$ cat src/rtl/axi4_bch_drop_arbiter.sv
// Drop-ID queue, W-drain FSM and B-channel arbiter producing SLVERR completions for rejected writes.
// Optional drop counter port enabled by defining AXI_BCH_DROP_CNT_EN.
module axi4_bch_drop_arbiter #(
    parameter int C_AXI_ID_WIDTH   = 10,
    parameter int C_AXI_USER_WIDTH = 4,
    parameter int C_DROP_DEPTH     = 4,
    parameter int C_MAX_M_BURST    = 8
) (
    input  logic                        axi4_aclk,
    input  logic                        axi4_arst,
    input  logic                        drop_valid,
    input  logic [C_AXI_ID_WIDTH-1:0]   drop_id,
    output logic                        drop_ready,
    input  logic                        s_axi4_wvalid,
    input  logic                        s_axi4_wlast,
    output logic                        w_drain_active,
    output logic                        w_drain_wready,
    input  logic [C_AXI_ID_WIDTH-1:0]   m_axi4_bid,
    input  logic [1:0]                  m_axi4_bresp,
    input  logic [C_AXI_USER_WIDTH-1:0] m_axi4_buser,
    input  logic                        m_axi4_bvalid,
    output logic                        m_axi4_bready,
    output logic [C_AXI_ID_WIDTH-1:0]   s_axi4_bid,
    output logic [1:0]                  s_axi4_bresp,
    output logic [C_AXI_USER_WIDTH-1:0] s_axi4_buser,
    output logic                        s_axi4_bvalid,
    input  logic                        s_axi4_bready
`ifdef AXI_BCH_DROP_CNT_EN
    ,
    output logic [15:0]                 drop_cnt
`endif
);

    localparam int AW = $clog2(C_DROP_DEPTH);
    localparam int PW = AW + 1;
    localparam int BW = $clog2(C_MAX_M_BURST + 1);
    localparam logic [BW-1:0] BURST_MAX = BW'(C_MAX_M_BURST);

    typedef enum logic [1:0] {IDLE, DRAIN, RESP} state_e;

    state_e                    state_q, state_d;
    logic [C_AXI_ID_WIDTH-1:0] fifo_q [C_DROP_DEPTH];
    logic [PW-1:0]             wr_ptr_q, wr_ptr_d, rd_ptr_q, rd_ptr_d;
    logic                      lock_q, lock_d, lock_grant_q;
    logic [BW-1:0]             burst_q, burst_d;
    logic                      fifo_full, fifo_empty, push;
    logic                      l_req, grant_l, l_hs, m_hs;
    logic [C_AXI_ID_WIDTH-1:0] head_id;

    // The extra pointer bit distinguishes full from empty when the index bits match.
    assign fifo_empty = (wr_ptr_q == rd_ptr_q);
    assign fifo_full  = (wr_ptr_q[AW] != rd_ptr_q[AW]) &&
                        (wr_ptr_q[AW-1:0] == rd_ptr_q[AW-1:0]);
    assign drop_ready = !fifo_full;
    assign push       = drop_valid && !fifo_full;
    assign wr_ptr_d   = wr_ptr_q + PW'(push);
    assign rd_ptr_d   = rd_ptr_q + PW'(l_hs);
    assign head_id    = fifo_q[rd_ptr_q[AW-1:0]];
    assign l_req      = (state_q == RESP);

    always_ff @(posedge axi4_aclk) begin
        if (push) begin
            fifo_q[wr_ptr_q[AW-1:0]] <= drop_id;
        end
    end

    always_comb begin
        state_d        = state_q;
        w_drain_active = 1'b0;
        w_drain_wready = 1'b0;
        case (state_q)
            IDLE: begin
                if (!fifo_empty) state_d = DRAIN;
            end
            DRAIN: begin
                w_drain_active = 1'b1;
                w_drain_wready = 1'b1;
                if (s_axi4_wvalid && s_axi4_wlast) state_d = RESP;
            end
            RESP: begin
                if (l_hs) state_d = IDLE;
            end
            default: state_d = IDLE;
        endcase
    end

    // A stalled response keeps its grant; otherwise the master path wins unless starved-out L hits the burst limit.
    always_comb begin
        grant_l = 1'b0;
        if (lock_q) begin
            grant_l = lock_grant_q;
        end else if (l_req && (!m_axi4_bvalid || burst_q == BURST_MAX)) begin
            grant_l = 1'b1;
        end
        s_axi4_bvalid = grant_l ? l_req   : m_axi4_bvalid;
        s_axi4_bid    = grant_l ? head_id : m_axi4_bid;
        s_axi4_bresp  = grant_l ? 2'b10   : m_axi4_bresp;
        s_axi4_buser  = grant_l ? '0      : m_axi4_buser;
        m_axi4_bready = !grant_l && s_axi4_bready;
        l_hs          = grant_l && l_req && s_axi4_bready;
        m_hs          = m_axi4_bvalid && m_axi4_bready;
        lock_d        = s_axi4_bvalid && !s_axi4_bready;
        burst_d       = burst_q;
        if (!l_req || grant_l) begin
            burst_d = '0;
        end else if (m_hs && burst_q != BURST_MAX) begin
            burst_d = burst_q + BW'(1);
        end
    end

    always_ff @(posedge axi4_aclk) begin
        if (axi4_arst) begin
            state_q      <= IDLE;
            wr_ptr_q     <= '0;
            rd_ptr_q     <= '0;
            lock_q       <= 1'b0;
            lock_grant_q <= 1'b0;
            burst_q      <= '0;
        end else begin
            state_q      <= state_d;
            wr_ptr_q     <= wr_ptr_d;
            rd_ptr_q     <= rd_ptr_d;
            lock_q       <= lock_d;
            lock_grant_q <= grant_l;
            burst_q      <= burst_d;
        end
    end

`ifdef AXI_BCH_DROP_CNT_EN
    logic [15:0] drop_cnt_q;

    always_ff @(posedge axi4_aclk) begin
        if (axi4_arst) begin
            drop_cnt_q <= '0;
        end else if (l_hs) begin
            drop_cnt_q <= drop_cnt_q + 16'd1;
        end
    end

    assign drop_cnt = drop_cnt_q;
`endif

endmodule
$ cat config.mk
export PLATFORM = sky130hd
export DESIGN_NAME = axi4_bch_drop_arbiter
export DESIGN_NICKNAME = d
export VERILOG_FILES = /design/src/rtl/axi4_bch_drop_arbiter.sv
export SDC_FILE = /design/constraint.sdc
export NUM_CORES = 1
export LEC_CHECK = 0
export ABC_AREA = 1
export CAP_MARGIN = 20
export CORE_MARGIN = 1
export CORE_UTILIZATION = 35
export CTS_BUF_LIST = sky130_fd_sc_hd__clkbuf_4 sky130_fd_sc_hd__clkbuf_8
export DETAILED_ROUTE_END_ITERATION = 8
export SYNTH_ARGS = -nofsm -noshare
export SYNTH_HDL_FRONTEND = slang
export SYNTH_SLANG_ARGS = --single-unit
$ cat constraint.sdc
create_clock -name axi4_aclk -period 2.6 [get_ports axi4_aclk]
set_input_delay 0.39 -clock axi4_aclk [delete_from_list [all_inputs] [get_ports axi4_aclk]]
set_output_delay 0.39 -clock axi4_aclk [all_outputs]
set_load 0.02 [all_outputs]
==> results_dict.tcl <==
set metrics [dict create \
    data_arrival_time_of_the_critical_path_ns 1.99 \
    cellPowerDensity_mw_per_mm2 612 \
    synth.most_common_cell "sky130_fd_sc_hd__nor2_1" \
    pre_cts_slack_ns 0.0725 \
    timing_hold_violations_final 0 \
    nNetsFinal 348 \
    ctsRootBufferMaster "sky130_fd_sc_hd__clkbuf_8" \
    worst_hold_path_type "flop to flop" \
    grt_setup_unrepaired "no" \
    detail-route-antenna-nets 0 \
    drive_gt1_share_pct 9.68 \
    post-synth-top-area-fraction_pct 49.0 \
    detailedRoute.firstPassIterationCount 4 \
    yosys.area.top_type "sky130_fd_sc_hd__edfxtp_1" \
    wl_per_cell_um 11.5 \
    totalNegativeSetupSlack_ns 0 \
    synth.avg_cell_area_um2 9.80 \
    clk_pin_slew_ns 0.10 \
    grt_overflow_total 0 \
    syn-cell-area_mm2 0.00245 \
    antennaDiodeCount 0 \
    critPathKind "flop to output pin" \
    ys_async_sr_fraction_pct 0 \
    timing.critical_path.from_type "flop" \
    max_cap_violations 0 \
    post-route-cell-area_mm2 0.00322 \
    worst_r2r_startpoint "burst_q[0]" \
    critical_path.max_fanout 7 \
    yosys_most_used_dff "sky130_fd_sc_hd__edfxtp_1" \
    ctsHoldBuffers 0 \
    groute.usage.overall_pct 13.4 \
    synthTopCellsByCount "sky130_fd_sc_hd__nor2_1 (70), sky130_fd_sc_hd__edfxtp_1 (40), sky130_fd_sc_hd__inv_1 (28), sky130_fd_sc_hd__nand2_1 (21), sky130_fd_sc_hd__o21ai_0 (19)" \
    via_count_of_the_first_global_routing_pass 1602 \
    status "completed" \
    gp_congestion 0.706 \
    dieArea_mm2 0.00734 \
    antenna_found_initial 0 \
    cts_buf_count 5 \
    postPlaceCellArea_mm2 0.00313 \
    number_of_standard_cell_rows_in_the_floorplan 30 \
    cts_tree "done" \
    num_vias 1796 \
    timing.fmax_mhz 420 \
    synth_sequential_area_ratio_pct 60.4 \
    leakage_nw 1.33 \
    port_buffers 53 \
    postSynthRegisterBits 54 \
    die_h_um 85.7 \
    drtIter0Drc 61 \
    worst_pin_slew_ns 0.394 \
    grt_max_degree 21 \
    final-max-slew-violation-count 0 \
    grt_first_pass_wirelength_mm 7.51 \
    fin_crit_sh_pct 91.6 \
    initial_utilization_pct 36.1 \
    htreeDepth 2 \
    clock_latency_ns 0.30 \
    final.setup_skew_ns 0.00523 \
    worst_slew_margin_rel_pct 73.7 \
    fp.dieW_um 85.7 \
    worst_ir_drop_vdd_mv 0.219 \
    synth_area_leaders "sky130_fd_sc_hd__edfxtp_1 (49%), sky130_fd_sc_hd__dfxtp_1 (11%), sky130_fd_sc_hd__nor2_1 (11%)" \
    core_region_area_mm2 0.00679 \
    synth_nets 289 \
    cp_data_required_time_ns 2.21 \
    cp_endpoint_kind "output pin" \
    startpoint "burst_q[0]" \
    detailedPlacementHpwl_mm 3.36 \
    area_delta_synth_final_pct 31.4 \
    detail_route.vias_per_cell 4.42 \
    finalSetupViolCount 0 \
    timing.hold.worst.start "burst_q[3]" \
    timing.final.crit_period_ns 2.38 \
    yosys_warnings 0 \
    syn_inst 250 \
    final_core_util_pct 47.4 \
    yosysUniqueCellTypes 27 \
    postCtsSetupRepairBufs 0 \
    synth_edf_count 40 \
    io-pin-count 54 \
    finalWirelength_mm 4.67 \
    cts.sinks 54 \
    remaining_drc_errors 0 \
    clockBufferDepth 2 \
    ctsResizeCount 10 \
    post-route-worst-setup-slack_ns 0.218 \
]
==> per-layer routing <==
layer | global-route usage [%] | vias to the layer above | share of wire, %
met2 | 21.8 | 42 | 48
met3 | 2.98 | 4 | 4.7
met1 | 17.7 | 815 | 47
met5 | 0 | - | 0
met4 | 5.00 | 0 | 0.98
li1 | - | 935 | -
==> power breakdown <==
part / leakage (nW) / internal (W) / switching [W]
Combinational: 0.810 / 0.000230 / 0.000286
Clock: 0.0422 / 0.000190 / 0.000265
Sequential: 0.481 / 0.000977 / 0.0000233
==> final cells by class <==
type / instances / area, um2
clock buffer: 5 / 68.8
clock inverter: 3 / 20.0
fill: 661 / 3570
inverter: 30 / 113
multi-input combinational: 155 / 793
sequential: 54 / 1480
tap: 96 / 120
timing repair buffer: 63 / 626
==> state kept, by name (all words and copies together), names as in the netlist <==
name,flops
burst_q,4
lock_grant_q,1
state_q,2
fifo_q,40
lock_q,1
wr_ptr_q,3
rd_ptr_q,3
==> critical path, stage by stage, from the launching register on <==
cell	delay, ns
sky130_fd_sc_hd__dfxtp_1	0.38
sky130_fd_sc_hd__inv_1	0.07
sky130_fd_sc_hd__ha_1	0.19
sky130_fd_sc_hd__nand3_1	0.08
sky130_fd_sc_hd__nand2_1	0.07
sky130_fd_sc_hd__nand2_1	0.07
sky130_fd_sc_hd__nand2_2	0.13
sky130_fd_sc_hd__buf_4	0.18
sky130_fd_sc_hd__inv_1	0.08
sky130_fd_sc_hd__nand2_1	0.06
sky130_fd_sc_hd__nand2_2	0.06
sky130_fd_sc_hd__dlygate4sd2_1	0.32
==> cell usage in the layout (no fill, tap or decap), types with 6 or more instances in the layout <==
cell,instances
sky130_fd_sc_hd__a31oi_1,6
sky130_fd_sc_hd__buf_4,9
sky130_fd_sc_hd__clkdlybuf4s50_1,35
sky130_fd_sc_hd__dfxtp_1,14
sky130_fd_sc_hd__dlygate4sd2_1,10
sky130_fd_sc_hd__dlymetal6s2s_1,8
sky130_fd_sc_hd__edfxtp_1,40
sky130_fd_sc_hd__ha_1,6
sky130_fd_sc_hd__inv_1,28
sky130_fd_sc_hd__nand2_1,21
sky130_fd_sc_hd__nor2_1,70
sky130_fd_sc_hd__o21ai_0,19
==> stage by stage <==
stage | instances | hold WS [ns] | total power, W
5_1_grt | 406 | 0.524 | 0.00208
2_1_floorplan | 250 | 0.471 | 0.00134
3_3_place_gp | 398 | 0.487 | 0.00156
3_5_place_dp | 398 | 0.490 | 0.00157
6_report | 406 | 0.504 | 0.00197
4_1_cts | 406 | 0.511 | 0.00200
==> cells by family after synthesis <==
logic type / after synthesis / synth area share [%]
DFF: 54 / 60.4
adders and majority gates: 6 / 3.06
and+or+nand+nor: 105 / 17.2
AOI/OAI and AO/OA: 38 / 9.95
buffers and inverters: 41 / 7.20
xor gates and xnor gates: 6 / 2.14
==> worst paths after layout <==
path,to,slack (ns),cells past startpoint
worst max register to register,rd_ptr_q[2],0.62,13
worst min-delay path,burst_q[3],0.50,2
worst min register to register,burst_q[3],0.50,2
worst max-delay path,s_axi4_bvalid,0.22,11
No activity file was read; power rests on OpenSTA's default activity.
